## src/rtl/instr_fetch_if.sv

```systemverilog
// rtl/instr_fetch_if.sv - instruction memory request/response bundle
interface instr_fetch_if;
    logic        imem_req;
    logic [31:0] imem_addr;
    logic [31:0] imem_rdata;
    logic        imem_ready;

    modport master (
        output imem_req,
        output imem_addr,
        input  imem_rdata,
        input  imem_ready
    );

    modport slave (
        input  imem_req,
        input  imem_addr,
        output imem_rdata,
        output imem_ready
    );
endinterface

```

## src/rtl/instr_fetch.sv

```systemverilog
// rtl/instr_fetch.sv - fetch stage: PC, imem handshake, bubble insertion; IFETCH_PERF_CNT_EN adds counters
module instr_fetch #(
    parameter logic [31:0] RESET_PC  = 32'h0000_0000,
    parameter logic [31:0] NOP_INSTR = 32'h0000_0013,
    parameter logic [31:0] PC_STEP   = 32'd4
) (
    input  logic               clk,
    input  logic               rst_n,
    instr_fetch_if.master      imem,
    input  logic               stall,
    input  logic               redirect,
    input  logic [31:0]        redirect_pc,
    input  logic               hlt,
    output logic [31:0]        instruction,
    output logic               bubble,
`ifdef IFETCH_PERF_CNT_EN
    output logic [31:0]        pc_out,
    output logic [31:0]        fetch_cnt,
    output logic [31:0]        bubble_cnt
);
`else
    output logic [31:0]        pc_out
);
`endif

    typedef enum logic {S_RUN, S_HALT} state_t;

    state_t      state_q, state_d;
    logic [31:0] pc_q, pc_d;
    logic [31:0] instr_q, instr_d;
    logic        bubble_q, bubble_d;
    logic [31:0] pc_out_q, pc_out_d;
    logic        accept;
    logic        load_bubble;

    // Request drops while reset is held so memory never sees a stale address.
    assign imem.imem_req  = rst_n & (state_q == S_RUN);
    assign imem.imem_addr = pc_q;
    assign instruction    = instr_q;
    assign bubble         = bubble_q;
    assign pc_out         = pc_out_q;

    always_comb begin
        state_d     = state_q;
        pc_d        = pc_q;
        instr_d     = instr_q;
        bubble_d    = bubble_q;
        pc_out_d    = pc_out_q;
        accept      = 1'b0;
        load_bubble = 1'b0;
        if (state_q == S_RUN) begin
            if (redirect) begin
                pc_d        = redirect_pc;
                instr_d     = NOP_INSTR;
                bubble_d    = 1'b1;
                load_bubble = 1'b1;
            end else if (hlt) begin
                state_d     = S_HALT;
                instr_d     = NOP_INSTR;
                bubble_d    = 1'b1;
                load_bubble = 1'b1;
            end else if (stall) begin
                pc_d = pc_q;
            end else if (imem.imem_ready) begin
                instr_d  = imem.imem_rdata;
                bubble_d = 1'b0;
                pc_out_d = pc_q;
                pc_d     = pc_q + PC_STEP;
                accept   = 1'b1;
            end else begin
                instr_d     = NOP_INSTR;
                bubble_d    = 1'b1;
                load_bubble = 1'b1;
            end
        end else begin
            // Halt re-asserts the bubble every edge; only reset leaves this state.
            load_bubble = 1'b1;
        end
    end

    always_ff @(posedge clk or negedge rst_n) begin
        if (!rst_n) begin
            state_q  <= S_RUN;
            pc_q     <= RESET_PC;
            instr_q  <= NOP_INSTR;
            bubble_q <= 1'b1;
            pc_out_q <= RESET_PC;
        end else begin
            state_q  <= state_d;
            pc_q     <= pc_d;
            instr_q  <= instr_d;
            bubble_q <= bubble_d;
            pc_out_q <= pc_out_d;
        end
    end

`ifdef IFETCH_PERF_CNT_EN
    logic [31:0] fetch_cnt_q, bubble_cnt_q;

    always_ff @(posedge clk or negedge rst_n) begin
        if (!rst_n) begin
            fetch_cnt_q  <= 32'd0;
            bubble_cnt_q <= 32'd0;
        end else begin
            if (accept)      fetch_cnt_q  <= fetch_cnt_q + 32'd1;
            if (load_bubble) bubble_cnt_q <= bubble_cnt_q + 32'd1;
        end
    end

    assign fetch_cnt  = fetch_cnt_q;
    assign bubble_cnt = bubble_cnt_q;
`else
    logic unused_flags;
    assign unused_flags = accept ^ load_bubble;
`endif

endmodule

```

## src/flat_wrapper.sv

```systemverilog
// flat-port wrapper written by rule: the top's interface ports become plain ports
module instr_fetch_flat 
#(
    parameter logic [31:0] RESET_PC  = 32'h0000_0000,
    parameter logic [31:0] NOP_INSTR = 32'h0000_0013,
    parameter logic [31:0] PC_STEP   = 32'd4
)
  (clk, rst_n, stall, redirect, redirect_pc, hlt, instruction, bubble, pc_out, imem_imem_req, imem_imem_addr, imem_imem_rdata, imem_imem_ready);
  instr_fetch_if imem_i ();
  input  logic clk;
  input  logic rst_n;
  input  logic stall;
  input  logic redirect;
  input  logic [31:0] redirect_pc;
  input  logic hlt;
  output logic [31:0] instruction;
  output logic bubble;
  output logic [31:0] pc_out;
  output wire logic [$bits(imem_i.imem_req)-1:0] imem_imem_req;
  output wire logic [$bits(imem_i.imem_addr)-1:0] imem_imem_addr;
  input wire logic [$bits(imem_i.imem_rdata)-1:0] imem_imem_rdata;
  input wire logic [$bits(imem_i.imem_ready)-1:0] imem_imem_ready;
  assign imem_imem_req = imem_i.imem_req;
  assign imem_imem_addr = imem_i.imem_addr;
  assign imem_i.imem_rdata = imem_imem_rdata;
  assign imem_i.imem_ready = imem_imem_ready;
  instr_fetch #(.RESET_PC(RESET_PC), .NOP_INSTR(NOP_INSTR), .PC_STEP(PC_STEP)) u_core (.clk(clk), .rst_n(rst_n), .imem(imem_i), .stall(stall), .redirect(redirect), .redirect_pc(redirect_pc), .hlt(hlt), .instruction(instruction), .bubble(bubble), .pc_out(pc_out));
endmodule
```

## config.mk

```make
export PLATFORM = sky130hd
export DESIGN_NAME = instr_fetch_flat
export DESIGN_NICKNAME = d
export VERILOG_FILES = /design/src/rtl/instr_fetch_if.sv /design/src/rtl/instr_fetch.sv /design/src/flat_wrapper.sv
export SDC_FILE = /design/constraint.sdc
export NUM_CORES = 1
export LEC_CHECK = 0
export BUFFER_PORTS_ARGS = -buffer_cell sky130_fd_sc_hd__buf_2
export CORE_UTILIZATION = 41
export CTS_BUF_LIST = sky130_fd_sc_hd__clkbuf_8
export CTS_CLUSTER_DIAMETER = 60
export DETAILED_ROUTE_END_ITERATION = 10
export PLACE_DENSITY_LB_ADDON = 0.1
export SETUP_SLACK_MARGIN = 0.1
export SYNTH_ARGS = -nofsm -noshare
export SYNTH_HDL_FRONTEND = slang
export SYNTH_SLANG_ARGS = --single-unit
```

## constraint.sdc

```tcl
create_clock -name clk -period 2.2 [get_ports clk]
set_clock_uncertainty 0.05 [all_clocks]
set_input_delay 0.11 -clock clk [delete_from_list [all_inputs] [get_ports clk]]
set_output_delay 0.11 -clock clk [all_outputs]
set_load 0.03 [all_outputs]
```

==> results of run 1 <==
## where the power goes
part	internal, uW	total (uW)	switching (uW)
clock	641	1290	645
sequential	1990	2200	216
combinational	398	1090	690
total	3030	4580	1550
## worst paths after layout
path / start / to
hold reg to reg: u_core.pc_out[16] / u_core.pc_out[16]
setup / recovery: u_core.imem.imem_addr[6] / u_core.imem.imem_addr[23]
setup reg to reg: u_core.imem.imem_addr[6] / u_core.imem.imem_addr[23]
min in group asynchronous: rst_n / u_core.pc_out[16]
max in group asynchronous: rst_n / u_core.imem.imem_addr[3]
hold / removal: redirect_pc[3] / u_core.imem.imem_addr[3]
## flip-flops by register name, indices dropped and copies added, names as in the netlist
register and flops:
u_core.bubble 1, u_core.imem.imem_addr 32, u_core.instruction 32, u_core.pc_out 32
u_core.state_q 1
## synth_stat cells, types with 2 or more instances
cell      count
a211oi_1      2
a21o_1        3
a21oi_1      21
a221o_1       3
a22o_1       29
a22oi_1       4
a311oi_1      2
a31o_2        3
a32oi_1       2
a41oi_1       3
and2_1        2
and3_1        4
buf_1         4
buf_2         7
clkbuf_1     17
dfrtp_1      94
dfstp_2       4
inv_1         4
mux2i_1       5
nand2_1     121
nand2b_1      3
nand3_1      12
nand4_1       8
nor2_1       21
nor3_1        9
nor4_1        3
nor4_4        2
o21ai_0      19
o22a_1        3
o22ai_1       6
or3_1         3
or4_1         2
xor2_1        2
## per-layer routing
metal  global-route usage  up-vias  share of wire
met5                    0        -              0
met4               0.0644        0          0.011
met3               0.0588       15          0.071
met2                0.384      173           0.48
met1                0.315     2013           0.44
li1                     -     2042              -
## layout make-up
class	instances	area (um^2)	share of cell area
flip-flops and latches	98	2460	0.393
multi-input cells	316	1830	0.293
repair buffers	242	1560	0.249
well taps	136	170	0.0272
clock buffers	9	124	0.0198
clock inverters	7	93.8	0.0150
inverters	4	15.0	0.00240
## cell families (layout without fill, tap and decap cells)
logic type | count (synthesis) | count (layout)
simple gates | 196 | 196
compound gates | 110 | 110
flops | 98 | 98
buf+inv | 33 | 262
mux | 6 | 6
xor+xnor | 3 | 3
fa+ha+maj | 1 | 1
## per-stage QoR
step                      total power, uW  cells  setup WS, ns  utilization  area (um^2)
after floorplan                      2820    447         0.119            -         4400
after global placement               3220    741         0.151        0.528         5480
after detailed placement             3240    741        0.0908        0.528         5480
after CTS                            4600    810         0.194        0.601         6230
after global routing                 4830    812         0.106        0.603         6250
final                                4580    812         0.259        0.603         6250
## what timing repair did
item                                    4_1_cts  5_1_grt
hold buffers                                 53        0
setup buffers                                 0        2
pin swaps                                     0        1
endpoints found under the setup margin        2        5
gates resized for setup                       2        2
hold endpoints to repair                     80        0
## worst max-delay path, cell delays in order, from the launching register on
cell     delay [ns]
dfrtp_1        0.46
nand2_1        0.18
nor4_4         0.29
buf_4          0.25
or3b_1         0.37
xor2_1         0.15
o21ai_1        0.12
==> metrics.csv, run 1 <==
stage,metric,value,unit
detailed_routing,via count,4243,
synthesis,synthesized cell area,0.00439,mm^2
floorplanning,Die Footprint,0.0111,mm^2
timing,final slew viol count,0,
power,P per Cell Area,732,mW/mm^2
detailed_routing,Via density,5.23,
synthesis,ys flop type,dfrtp_1,
grt,largest net degree at the start of global routing,71,
hold_path,min-delay worst type,in -> reg,
cts,root buffer cell,clkbuf_8,
floorplanning,Cell Rows,37,
synthesis,Ys Warns,0,
cells_and_area,ant diodes,0,
synthesis,"Async S/R FF share, synth",1.00,
timing,crit share post-route,0.882,
synthesis,mux cell area share after synthesis,0.0140,
cts,Worst-path clk slew,0.10,ns
detailed_routing,Initial DRT Pass Iterations,5,
detailed_routing,WL per Instance,15.7,um
place,IO buf count,167,
synthesis,top post-synthesis cells by area,"dfrtp_1 (54%), nand2_1 (10%), a22o_1 (5.8%)",
synthesis,simple-gate portion of the synthesized area,0.204,
cts,CTS Sinks,98,
cts,TritonCTS buffer count,9,
timing,Max Fclk,0.515,GHz
power,Pleak,0.00323,uW
place,RD Place Congestion,0.840,
grt,global-route wire length before repair,20800,um
floorplanning,chip width,105,um
timing,setup TNS,0,ns
synthesis,"Avg Cell Area, Syn",9.81,um^2
critical_path,R2R cell count,6,
synthesis,top-area cell type share of the netlist area,0.536,
cells_and_area,"most common cell after layout, fill and taps aside",buf_2,
critical_path,Worst Setup End Kind,register,
grt,vias in the first global route,4064,
detailed_routing,final WL,12800,um
synthesis,Synth Area in Compound Gates,0.181,
cts,CTS H-tree lvls,3,
floorplanning,I/O pins,168,
detailed_routing,post-route ant nets,0,
flow_run,max_cap viols,0,
synthesis,#FFs+latches synth,98,
synthesis,XOR/XNOR share of the synthesized area,0.00599,
cts,CTS tree,built,
synthesis,Synth cell types,53,
detailed_routing,Initial DRC Count,267,
timing,Worst-Margin Slew,0.559,ns
synthesis,Yosys top cell by area,dfrtp_1,
floorplanning,core area,0.0104,mm^2
synthesis,Syn Nets,518,
synthesis,Syn Inst Count,447,
grt,global route overflow,0,
cells_and_area,area delta synth->final,42.6,%
floorplanning,initial core utilization,0.423,
place,DP HPWL,8560,um
critical_path,CP Class,reg -> reg,
synthesis,number of synthesized flops with an enable pin,0,
timing,hold violation count in the final report,0,
critical_path,Worst EP arrival,2.18,ns
synthesis,adder-cell share of the synthesized area,0.00285,
cells_and_area,fin nets,742,
synthesis,sequential area share after synthesis,0.560,
timing,RSZ-0062 raised after global routing,false,
detailed_routing,Post-route DRC,0,
timing,# setup viols final,0,
critical_path,reg2reg setup slack,0.26,ns
timing,fin crit period,1.94,ns
power,Max IR drop VDD,0.000405,V
synthesis,main combinational cell family by area after synthesis,simple AND/OR/NAND/NOR gates,
critical_path,element type at the critical path start,register,
critical_path,critical path peak fanout,15,
critical_path,worst path required time,2.44,ns
cells_and_area,filler cell count,932,
grt,initial antenna violation count,0,
hold_path,hold depth,3,
timing,Max-slew headroom,0.626,
floorplanning,chip height,105,um
timing,hold slack final,0.0140,ns
cts,CTS max path bufs,2,
cells_and_area,most frequent cells in the layout,"buf_2 (166), nand2_1 (121), dfrtp_1 (91), dlygate4sd3_1 (53), a22o_1 (29)",
status,status,finished clean,
cts,worst skew pair latency,0.35,ns
cells_and_area,share of layout cells above drive strength 1,0.336,
grt,Global Route Usage Sum,0.237,
(Power assumes the default switching activity.)
==> inputs of run 2 (changes only) <==
--- a/config.mk
+++ b/config.mk
@@ -10,6 +10,7 @@
 export CTS_BUF_LIST = sky130_fd_sc_hd__clkbuf_8
 export CTS_CLUSTER_DIAMETER = 60
 export DETAILED_ROUTE_END_ITERATION = 10
+export GPL_TIMING_DRIVEN = 0
 export PLACE_DENSITY_LB_ADDON = 0.1
 export SETUP_SLACK_MARGIN = 0.1
 export SYNTH_ARGS = -nofsm -noshare
==> metrics.csv, run 2 (synthesis gave the netlist of run 1 again) <==
stage,metric,value,unit
cts,CTS H-tree lvls,3,
grt,largest net degree at the start of global routing,54,
power,Sequential Power Share,0.476,
floorplanning,initial core utilization,0.423,
detailed_routing,Via density,5.31,
hold_path,Hold EP,u_core.imem.imem_addr[13],
place,RD Place Congestion,0.900,
power,Design Power,4650,uW
timing,# setup viols final,0,
detailed_routing,Post-route DRC,0,
critical_path,element type at the critical path start,register,
power,combinational power share,0.238,
floorplanning,I/O pins,168,
grt,global-route wire length before repair,21700,um
timing,RSZ-0062 raised after global routing,true,
cells_and_area,final core utilization,0.611,
power,internal power,3080,uW
power,P per Cell Area,735,mW/mm^2
critical_path,RR Startpoint,u_core.imem.imem_addr[2],
hold_path,hold depth,3,
grt,Global Route Usage Sum,0.251,
place,pre-CTS WS,-0.181,ns
cells_and_area,register area,0.00246,mm^2
detailed_routing,final WL,13700,um
cts,Worst-path clk slew,0.10,ns
cells_and_area,ant diodes,0,
detailed_routing,Initial DRC Count,268,
critical_path,CP Cell Sequence,ha_4 -> nand4_4 -> or3_4 -> buf_6 -> or4_1 -> o21ai_0 -> a21oi_1,
cts,CTS Sinks,98,
status,status,finished clean,
critical_path,reg2reg setup slack,0.21,ns
floorplanning,Die Footprint,0.0111,mm^2
place,DP HPWL,9450,um
cts,CTS tree,built,
timing,crit share post-route,0.906,
critical_path,Worst EP arrival,2.18,ns
floorplanning,Cell Rows,37,
critical_path,Worst Setup End Kind,register,
power,Clk pwr share,0.285,
critical_path,worst path required time,2.38,ns
timing,Max-slew headroom,0.555,
hold_path,min-delay worst type,in -> reg,
cells_and_area,fin nets,758,
floorplanning,chip width,105,um
timing,hold violation count in the final report,0,
cells_and_area,area delta synth->final,44.4,%
power,Pleak,0.00326,uW
detailed_routing,via count,4398,
grt,initial antenna violation count,1,
critical_path,Worst path max stage delay,0.44,ns
floorplanning,core area,0.0104,mm^2
flow_run,max_cap viols,0,
detailed_routing,WL per Instance,16.5,um
timing,Worst-Margin Slew,0.665,ns
place,IO buf count,167,
detailed_routing,post-route ant nets,0,
timing,fin crit period,1.99,ns
timing,worst setup margin,0.206,ns
cells_and_area,most frequent cells in the layout,"buf_2 (175), nand2_1 (121), dfrtp_1 (89), dlygate4sd3_1 (55), a22o_1 (29)",
detailed_routing,Initial DRT Pass Iterations,5,
critical_path,reg2reg end,u_core.imem.imem_addr[18],
cells_and_area,filler cell count,940,
cells_and_area,share of layout cells above drive strength 1,0.338,
power,Sw Ratio,0.339,
cts,worst skew pair latency,0.36,ns
power,Max IR drop VDD,0.000501,V
cts,TritonCTS buffer count,9,
timing,hold slack final,0.0124,ns
critical_path,critical path peak fanout,8,
cells_and_area,"most common cell after layout, fill and taps aside",buf_2,
critical_path,CP Class,reg -> reg,
timing,Max Fclk,0.502,GHz
power,net switching power,1580,uW
grt,global route overflow,0,
critical_path,"Slowest-stage cell, CP",dfrtp_2,
cts,root buffer cell,clkbuf_8,
floorplanning,chip height,105,um
hold_path,worst hold start,redirect_pc[13],
cells_and_area,area of the multi-input gates,0.00186,mm^2
cts,CTS max path bufs,2,
timing,final slew viol count,0,
critical_path,R2R cell count,7,
grt,vias in the first global route,4243,
-- run 2: cell types whose count changed in the layout (fill, tap and decap cells not counted), moves of 2 or more --
cell / before / now
clkbuf_1: 0 / 10
dlygate4sd3_1: 53 / 55
buf_4: 21 / 7
buf_2: 166 / 175
dfrtp_1: 91 / 89
clkbuf_2: 0 / 8
dfrtp_2: 3 / 5
buf_12: 2 / 0
-- run 2: stage by stage --
| stage | cell area (um^2) | std cells | setup TNS (ns) |
|---|---|---|---|
| floorplan | 4400 | 447 | 0 |
| global placement | 5410 | 750 | -10.40 |
| detailed placement | 5440 | 751 | -2.82 |
| CTS | 6270 | 826 | 0 |
| global route | 6330 | 828 | 0 |
| finish | 6330 | 828 | 0 |
-- run 2: layout make-up --
type / instances / area share
flip-flops and latches: 98 / 0.389
multi-input cells: 316 / 0.293
repair buffers: 229 / 0.231
well taps: 136 / 0.0269
clock buffers: 10 / 0.0217
plain buffers: 29 / 0.0217
clock inverters: 6 / 0.0140
inverters: 4 / 0.00237
-- run 2: metal layers --
metal,up-vias,track usage,part of all wire
met1,2134,0.333,0.42
met4,0,0.0915,0.020
met5,-,0,0
met3,23,0.0495,0.072
li1,2079,-,-
met2,162,0.410,0.49
-- run 2: timing repair --
item                                    4_1_cts  5_1_grt
pin swaps                                     1        3
hold buffers                                 55        0
resized for setup                             8       21
hold endpoints to repair                     99        0
endpoints found under the setup margin       66       54
setup buffers                                 4        2
cloned                                        0        0
-- run 2: how the worst max path moves through the flow --
stage	from	endpoint	slack, ns	depth (start not counted)
after floorplan	u_core.imem.imem_addr[2]	u_core.imem.imem_addr[14]	0.12	7
after global placement	rst_n	u_core.imem.imem_addr[2]	-0.26	1
after detailed placement	u_core.state_q	u_core.pc_out[11]	-0.18	6
after CTS	u_core.state_q	u_core.imem.imem_addr[23]	0.08	5
after global routing	u_core.imem.imem_addr[5]	u_core.imem.imem_addr[31]	0.09	6
final	u_core.imem.imem_addr[2]	u_core.imem.imem_addr[18]	0.21	7
-- run 2: power groups by stage --
stage / registers [uW] / clock network (uW) / logic, uW
after floorplan: 2570 / 0 / 253
after global placement: 2230 / 0 / 971
after detailed placement: 2240 / 0 / 989
after CTS: 2200 / 1350 / 1090
after global routing: 2250 / 1410 / 1200
final: 2220 / 1330 / 1110
-- run 2: critical path, delay by kind of cell (launching register included) --
family	cells	cell delay, ns
buffers and inverters	1	0.15
flip-flops	1	0.44
adder cells (fa/ha/maj)	1	0.18
AND/OR/NAND/NOR	3	0.89
AO/OA/AOI/OAI	2	0.17
